`src/rtl/viterbi_pkg.sv`:
```
// Shared trellis definitions for the four-state (K=3) Viterbi traceback stage.
// Trellis state s = {newest input bit, previous input bit}.
package viterbi_pkg;

  localparam int NUM_STATES = 4;
  localparam int STATE_W    = 2;

  typedef enum logic [1:0] {
    COLLECT,
    TRACE,
    EMIT
  } fsm_state_t;

  // The survivor decision picks the older input bit that was shifted out.
  function automatic logic [STATE_W-1:0] predecessor(input logic [STATE_W-1:0] state,
                                                      input logic d);
    return {state[0], d};
  endfunction

  function automatic logic decoded_bit(input logic [STATE_W-1:0] state);
    return state[1];
  endfunction

endpackage

```
`src/rtl/tb_dec_ram.sv`:
```
// Survivor decision store: synchronous write, combinational read so that a
// full traceback step (read + predecessor select) completes in one cycle.
module tb_dec_ram
  import viterbi_pkg::*;
#(
  parameter int MAX_LEN = 32,
  parameter int LEN_W   = $clog2(MAX_LEN)
) (
  input  logic                  clk,
  input  logic                  i_we,
  input  logic [LEN_W-1:0]      i_waddr,
  input  logic [NUM_STATES-1:0] i_wdata,
  input  logic [LEN_W-1:0]      i_raddr,
  output logic [NUM_STATES-1:0] o_rdata
);

  logic [NUM_STATES-1:0] r_mem [MAX_LEN];

  always_ff @(posedge clk) begin
    if (i_we) begin
      r_mem[i_waddr] <= i_wdata;
    end
  end

  assign o_rdata = r_mem[i_raddr];

endmodule

```
`src/rtl/viterbi_traceback.sv`:
```
// Frame-based survivor memory and traceback: collect decisions, trace back
// from the end state one step per cycle, then stream bits oldest-first.
module viterbi_traceback
  import viterbi_pkg::*;
#(
  parameter int MAX_LEN = 32
) (
  input  logic                  clk,
  input  logic                  rst,
  input  logic                  in_valid,
  output logic                  in_ready,
  input  logic [NUM_STATES-1:0] in_dec,
  input  logic                  in_last,
  input  logic [STATE_W-1:0]    in_end_state,
  output logic                  out_valid,
  input  logic                  out_ready,
  output logic                  out_bit,
  output logic                  out_last,
  output logic                  err_overflow
);

  localparam int LEN_W = $clog2(MAX_LEN);

  fsm_state_t            r_state;
  fsm_state_t            w_state_next;
  logic [LEN_W-1:0]      r_wr_idx;
  logic [LEN_W:0]        r_n;
  logic [STATE_W-1:0]    r_cur;
  logic [LEN_W-1:0]      r_tr_idx;
  logic [LEN_W-1:0]      r_rd_idx;
  logic                  r_err;
  logic [MAX_LEN-1:0]    r_bitbuf;
  logic [NUM_STATES-1:0] w_rd_dec;
  logic                  w_in_fire;
  logic                  w_frame_end;
  logic                  w_out_fire;
  logic                  w_last_rd;

  assign w_in_fire   = in_valid && (r_state == COLLECT);
  assign w_frame_end = in_last || (r_wr_idx == LEN_W'(MAX_LEN - 1));
  assign w_last_rd   = ({1'b0, r_rd_idx} == (r_n - (LEN_W + 1)'(1)));
  assign w_out_fire  = (r_state == EMIT) && out_ready;

  tb_dec_ram #(
    .MAX_LEN (MAX_LEN),
    .LEN_W   (LEN_W)
  ) u_dec_ram (
    .clk     (clk),
    .i_we    (w_in_fire),
    .i_waddr (r_wr_idx),
    .i_wdata (in_dec),
    .i_raddr (r_tr_idx),
    .o_rdata (w_rd_dec)
  );

  always_ff @(posedge clk or posedge rst) begin
    if (rst) begin
      r_state <= COLLECT;
    end else begin
      r_state <= w_state_next;
    end
  end

  always_comb begin
    w_state_next = r_state;
    case (r_state)
      COLLECT: if (w_in_fire && w_frame_end) w_state_next = TRACE;
      TRACE:   if (r_tr_idx == '0) w_state_next = EMIT;
      EMIT:    if (w_out_fire && w_last_rd) w_state_next = COLLECT;
      default: w_state_next = COLLECT;
    endcase
  end

  always_ff @(posedge clk or posedge rst) begin
    if (rst) begin
      r_wr_idx <= '0;
      r_n      <= '0;
      r_cur    <= '0;
      r_tr_idx <= '0;
      r_rd_idx <= '0;
      r_err    <= 1'b0;
    end else begin
      case (r_state)
        COLLECT: begin
          if (w_in_fire) begin
            if (w_frame_end) begin
              // A forced end has no end-state hint; the encoder is assumed flushed to 00.
              r_wr_idx <= '0;
              r_n      <= {1'b0, r_wr_idx} + (LEN_W + 1)'(1);
              r_tr_idx <= r_wr_idx;
              r_cur    <= in_last ? in_end_state : '0;
              if (!in_last) r_err <= 1'b1;
            end else begin
              r_wr_idx <= r_wr_idx + 1'b1;
            end
          end
        end
        TRACE: begin
          r_cur    <= predecessor(r_cur, w_rd_dec[r_cur]);
          r_tr_idx <= r_tr_idx - 1'b1;
          r_rd_idx <= '0;
        end
        EMIT: begin
          if (w_out_fire) r_rd_idx <= r_rd_idx + 1'b1;
        end
        default: ;
      endcase
    end
  end

  // Bits are recovered newest-first but stored by step index for oldest-first output.
  always_ff @(posedge clk) begin
    if (r_state == TRACE) begin
      r_bitbuf[r_tr_idx] <= decoded_bit(r_cur);
    end
  end

  assign in_ready     = (r_state == COLLECT);
  assign out_valid    = (r_state == EMIT);
  assign out_bit      = (r_state == EMIT) && r_bitbuf[r_rd_idx];
  assign out_last     = (r_state == EMIT) && w_last_rd;
  assign err_overflow = r_err;

endmodule

```
`config.mk`:
```
export PLATFORM = sky130hd
export DESIGN_NAME = viterbi_traceback
export DESIGN_NICKNAME = d
export VERILOG_FILES = /design/src/rtl/viterbi_pkg.sv /design/src/rtl/tb_dec_ram.sv /design/src/rtl/viterbi_traceback.sv
export SDC_FILE = /design/constraint.sdc
export NUM_CORES = 1
export LEC_CHECK = 0
export CAP_MARGIN = 20
export CORE_AREA = 2 2 146 148
export CTS_CLUSTER_DIAMETER = 120
export DETAILED_ROUTE_END_ITERATION = 16
export DIE_AREA = 0 0 148 150
export PLACE_DENSITY = 0.63
export RECOVER_POWER = 100
export SLEW_MARGIN = 20
export SYNTH_ARGS = -nofsm -noshare
export SYNTH_HDL_FRONTEND = slang
export SYNTH_SLANG_ARGS = --single-unit
```
`constraint.sdc`:
```
create_clock -name clk -period 2.7 [get_ports clk]
set_input_delay 0.405 -clock clk [delete_from_list [all_inputs] [get_ports clk]]
set_output_delay 0.405 -clock clk [all_outputs]
set_load 0.01 [all_outputs]
```
==> flow_results.xml <==
<?xml version="1.0" encoding="UTF-8"?>
<metrics>
  <group name="grt">
    <metric name="overall_fraction_of_global_route_tracks_in_use" unit="%">17.2</metric>
    <metric name="first_global_vias" unit="">4818</metric>
    <metric name="grt_antenna_before_repair" unit="">0</metric>
    <metric name="grt_remaining_overflow" unit="">0</metric>
    <metric name="grt_first_pass_wirelength" unit="um">28200</metric>
    <metric name="pin_count_of_the_biggest_net_entering_global_routing" unit="">36</metric>
  </group>
  <group name="clock_network">
    <metric name="cts_tree" unit="">done</metric>
    <metric name="cts-root-to-sink-buffers" unit="">2</metric>
    <metric name="numCtsBuffers" unit="">17</metric>
    <metric name="clkSinkCount" unit="">186</metric>
    <metric name="cts_hold_buffers" unit="">0</metric>
    <metric name="clkSlewWorstSetupHoldPaths" unit="ps">70</metric>
    <metric name="htree_depth" unit="">4</metric>
    <metric name="clock_latency_on_the_worst_skew_pair" unit="ps">430</metric>
    <metric name="root_buffer" unit="">clkbuf_16</metric>
  </group>
  <group name="worst_setup_path">
    <metric name="crit_chain" unit="">buf_4, buf_12, mux4_2, mux4_2, mux2i_1, nor2_1, buf_2</metric>
    <metric name="cp_slowest_cell" unit="">mux4_2</metric>
    <metric name="cpPeakStageDelay" unit="ps">480</metric>
    <metric name="setup.reg_to_reg.worst_slack" unit="ps">260</metric>
    <metric name="critPathRequiredTime" unit="ps">2300</metric>
    <metric name="regToRegEndpoint" unit="">r_cur[0]</metric>
    <metric name="worstSetupStartpointType" unit="">flop</metric>
    <metric name="cp_max_fo" unit="">5</metric>
    <metric name="critPathArrivalTime" unit="ps">2330</metric>
    <metric name="worst_r2r_startpoint" unit="">r_cur[1]</metric>
    <metric name="startpoint" unit="">r_rd_idx[0]</metric>
    <metric name="worst-setup-path-type" unit="">reg -&gt; out</metric>
    <metric name="critical-path-top-cell-by-count" unit="">mux4_2</metric>
    <metric name="reg2reg_depth" unit="">6</metric>
    <metric name="critPathCaptureType" unit="">output port</metric>
  </group>
  <group name="power">
    <metric name="internal-power" unit="mW">5.82</metric>
    <metric name="leakagePower" unit="nW">3.08</metric>
    <metric name="clkPwrFrac" unit="%">27.1</metric>
    <metric name="worst_ir_drop_vdd" unit="V">0.000489</metric>
    <metric name="switching_power" unit="mW">2.84</metric>
    <metric name="power_density" unit="nW/um2">931</metric>
    <metric name="comb_power_share" unit="%">31.2</metric>
    <metric name="power_switching_share" unit="%">32.8</metric>
    <metric name="sequential_share_of_power" unit="%">41.7</metric>
  </group>
  <group name="hold_path">
    <metric name="min_to" unit="">err_overflow</metric>
    <metric name="hold_path_class" unit="">reg -&gt; reg</metric>
    <metric name="hold_path_depth" unit="">1</metric>
    <metric name="hold_path_startpoint" unit="">err_overflow</metric>
  </group>
  <group name="synthesis">
    <metric name="synth_enable_flop_cells" unit="">160</metric>
    <metric name="synthCells" unit="">545</metric>
    <metric name="post_synth_num_cell_types" unit="">56</metric>
    <metric name="synth_area_leaders" unit="">edfxtp_1 (59%), mux4_2 (8.5%), dfrtp_1 (8.0%)</metric>
    <metric name="synth.cell_area" unit="um2">8170</metric>
    <metric name="postSynth.asyncResetShare" unit="%">14.0</metric>
    <metric name="post_synth.cell_area_avg" unit="um2">15.0</metric>
    <metric name="area_share_of_the_largest_cell_type_after_synthesis" unit="%">58.8</metric>
    <metric name="ys_warn_count" unit="">0</metric>
    <metric name="synth_flop_cell" unit="">edfxtp_1</metric>
    <metric name="synth_top_area_cell" unit="">edfxtp_1</metric>
    <metric name="syn-num-nets" unit="">568</metric>
    <metric name="ys_ff_latch" unit="">186</metric>
    <metric name="synth_sequential_area_ratio" unit="%">66.8</metric>
  </group>
  <group name="timing">
    <metric name="maxSlewHeadroom" unit="%">1.50</metric>
    <metric name="report.final.slew_viol_count" unit="">0</metric>
    <metric name="layout_min_cycle_time" unit="ps">2730</metric>
    <metric name="hold_ws" unit="ps">467</metric>
    <metric name="rsz0062_at_grt" unit="">yes</metric>
    <metric name="hold_viol" unit="">0</metric>
    <metric name="worst_slew_pin_slew" unit="ps">1480</metric>
    <metric name="clock-skew-final" unit="ps">6.77</metric>
    <metric name="fin_crit_sh" unit="%">101</metric>
    <metric name="timing.setup.tns" unit="ps">-32.8</metric>
    <metric name="timing.final.setup_violations" unit="">1</metric>
    <metric name="setup_slack" unit="ps">-32.8</metric>
    <metric name="max_freq" unit="GHz">0.366</metric>
  </group>
  <group name="placed_design">
    <metric name="gp_congestion" unit="">0.886</metric>
    <metric name="hpwlAfterDp" unit="um">11600</metric>
    <metric name="io_buffers" unit="">15</metric>
  </group>
  <group name="cells_and_area">
    <metric name="fillCellCount" unit="">1875</metric>
    <metric name="antennaDiodeCount" unit="">0</metric>
    <metric name="synthToLayoutAreaGrowth" unit="%">13.9</metric>
    <metric name="post_route_cells_drive_above_1_share" unit="%">17.8</metric>
    <metric name="final_nets" unit="">608</metric>
  </group>
  <group name="job">
    <metric name="cap_violations" unit="">0</metric>
  </group>
  <group name="routing">
    <metric name="routedWlPerCell" unit="um">20.1</metric>
    <metric name="detail_route.drc_violations" unit="">0</metric>
    <metric name="routed_wirelength" unit="um">17500</metric>
    <metric name="routed_via_count" unit="">4711</metric>
    <metric name="post_drt_via_cell_ratio" unit="">5.40</metric>
    <metric name="antenna_violating_nets_post_route" unit="">0</metric>
    <metric name="initial_drc_count" unit="">468</metric>
    <metric name="first_pass_iters" unit="">5</metric>
  </group>
  <group name="floorplan">
    <metric name="floorplan.die.width" unit="um">148</metric>
    <metric name="num_rows" unit="">53</metric>
    <metric name="fp.dieArea" unit="um2">22200</metric>
    <metric name="initial_cell_density_of_the_core" unit="%">39.5</metric>
    <metric name="boundaryPins" unit="">16</metric>
    <metric name="core-area" unit="um2">20700</metric>
    <metric name="fp.dieH" unit="um">150</metric>
  </group>
  <group name="outcome">
    <metric name="failing_checks" unit="">negative setup slack</metric>
    <metric name="status" unit="">complete, but fails checks</metric>
  </group>
</metrics>
==> how the worst max path moves through the flow <==
stage,to,slack [ps],depth (start not counted)
floorplan,out_bit,440,5
global placement,out_bit,100,6
detailed placement,out_bit,100,6
CTS,out_bit,-60,7
global route,out_bit,-130,7
finish,out_bit,-30,7
==> cells in the final DEF, fill, tap and decap left out, types with 4 or more instances in the layout <==
| cell | count |
|---|---|
| a21oi_1 | 5 |
| a22oi_1 | 4 |
| buf_4 | 17 |
| clkbuf_1 | 15 |
| clkbuf_16 | 17 |
| clkdlybuf4s50_1 | 5 |
| dfrtp_1 | 23 |
| dlygate4sd3_1 | 8 |
| edfxtp_1 | 160 |
| ha_1 | 12 |
| inv_1 | 9 |
| inv_6 | 4 |
| mux2_2 | 9 |
| mux2i_1 | 13 |
| mux4_2 | 31 |
| nand2_1 | 42 |
| nand2b_1 | 5 |
| nand3_1 | 18 |
| nor2_1 | 78 |
| nor2b_1 | 6 |
| nor3_1 | 6 |
| nor4_1 | 4 |
| o21ai_0 | 19 |
| or2_2 | 4 |
| or3_1 | 5 |
| xnor2_1 | 10 |
==> power by group through the flow <==
stage	clock (mW)	sequential, mW	combinational [mW]
3_5_place_dp	0	3.66	2.70
3_3_place_gp	0	3.65	2.64
2_1_floorplan	0	3.59	1.94
5_1_grt	2.52	3.63	2.96
6_report	2.35	3.61	2.70
4_1_cts	2.40	3.60	2.75
==> kinds of logic after synthesis <==
kind of cell	synth area share, %
flip-flops	66.8
AO/OA/AOI/OAI	4.49
buffers and inverters	2.65
XOR/XNOR	1.39
AND/OR/NAND/NOR	10.5
adder cells (fa/ha/maj)	1.84
multiplexers	12.3
==> through the flow <==
stage          total power, mW  worst slack [ps]  area (um2)  cells  utilization (%)
2_1_floorplan             5.53               445        8170    545                -
3_3_place_gp              6.30               104        8750    837             42.3
3_5_place_dp              6.36              96.4        8750    837             42.3
4_1_cts                   8.74             -56.5        9350    871             45.2
5_1_grt                   9.12              -126        9300    872             45.0
6_report                  8.66             -32.8        9300    872             45.0
==> registers in the layout, summed over array words and instances (netlist names) <==
signal           count
r_state              2
r_cur                2
r_tr_idx             5
r_rd_idx             5
r_n                  6
u_dec_ram.r_mem    128
r_bitbuf            32
r_wr_idx             5
err_overflow         1
==> worst max-delay path, delay by kind of cell, from the launching register on <==
family        cells  cell delay (ps)
buf+inv           3              370
flops             1              350
mux               3             1100
simple gates      1               60
==> layer usage <==
layer  wire length, um  track usage [%]
met1              7550             22.3
met2              8580             27.7
met3               862             4.21
met4               489             7.48
met5                 0                0
==> Yosys cell counts, drive strengths merged, types with 6 or more instances <==
| library cell | count |
|---|---|
| o21ai | 19 |
| mux2 | 9 |
| mux4 | 34 |
| mux2i | 13 |
| nor3 | 8 |
| nor2b | 6 |
| nor2 | 78 |
| xnor2 | 10 |
| a21oi | 6 |
| edfxtp | 160 |
| nand2 | 42 |
| ha | 12 |
| inv | 10 |
| buf | 16 |
| nand3 | 18 |
| dfrtp | 26 |
| clkbuf | 12 |
==> final cells by class <==
type                    count  area (um2)  share of cell area [%]
well taps                 275         344                    3.70
clock buffers              19         433                    4.65
flip-flops and latches    186        5460                    58.7
repair buffers             49         408                    4.38
inverters                  10        37.5                   0.403
multi-input cells         321        2510                    26.9
clock inverters            12         116                    1.25
==> repair_timing <==
action                     in CTS  in global routing
setup buffers                   2                  1
gates resized for setup         7                  2
cloned                          1                  0
setup endpoints to repair       2                  2
(Power assumes the default switching activity.)
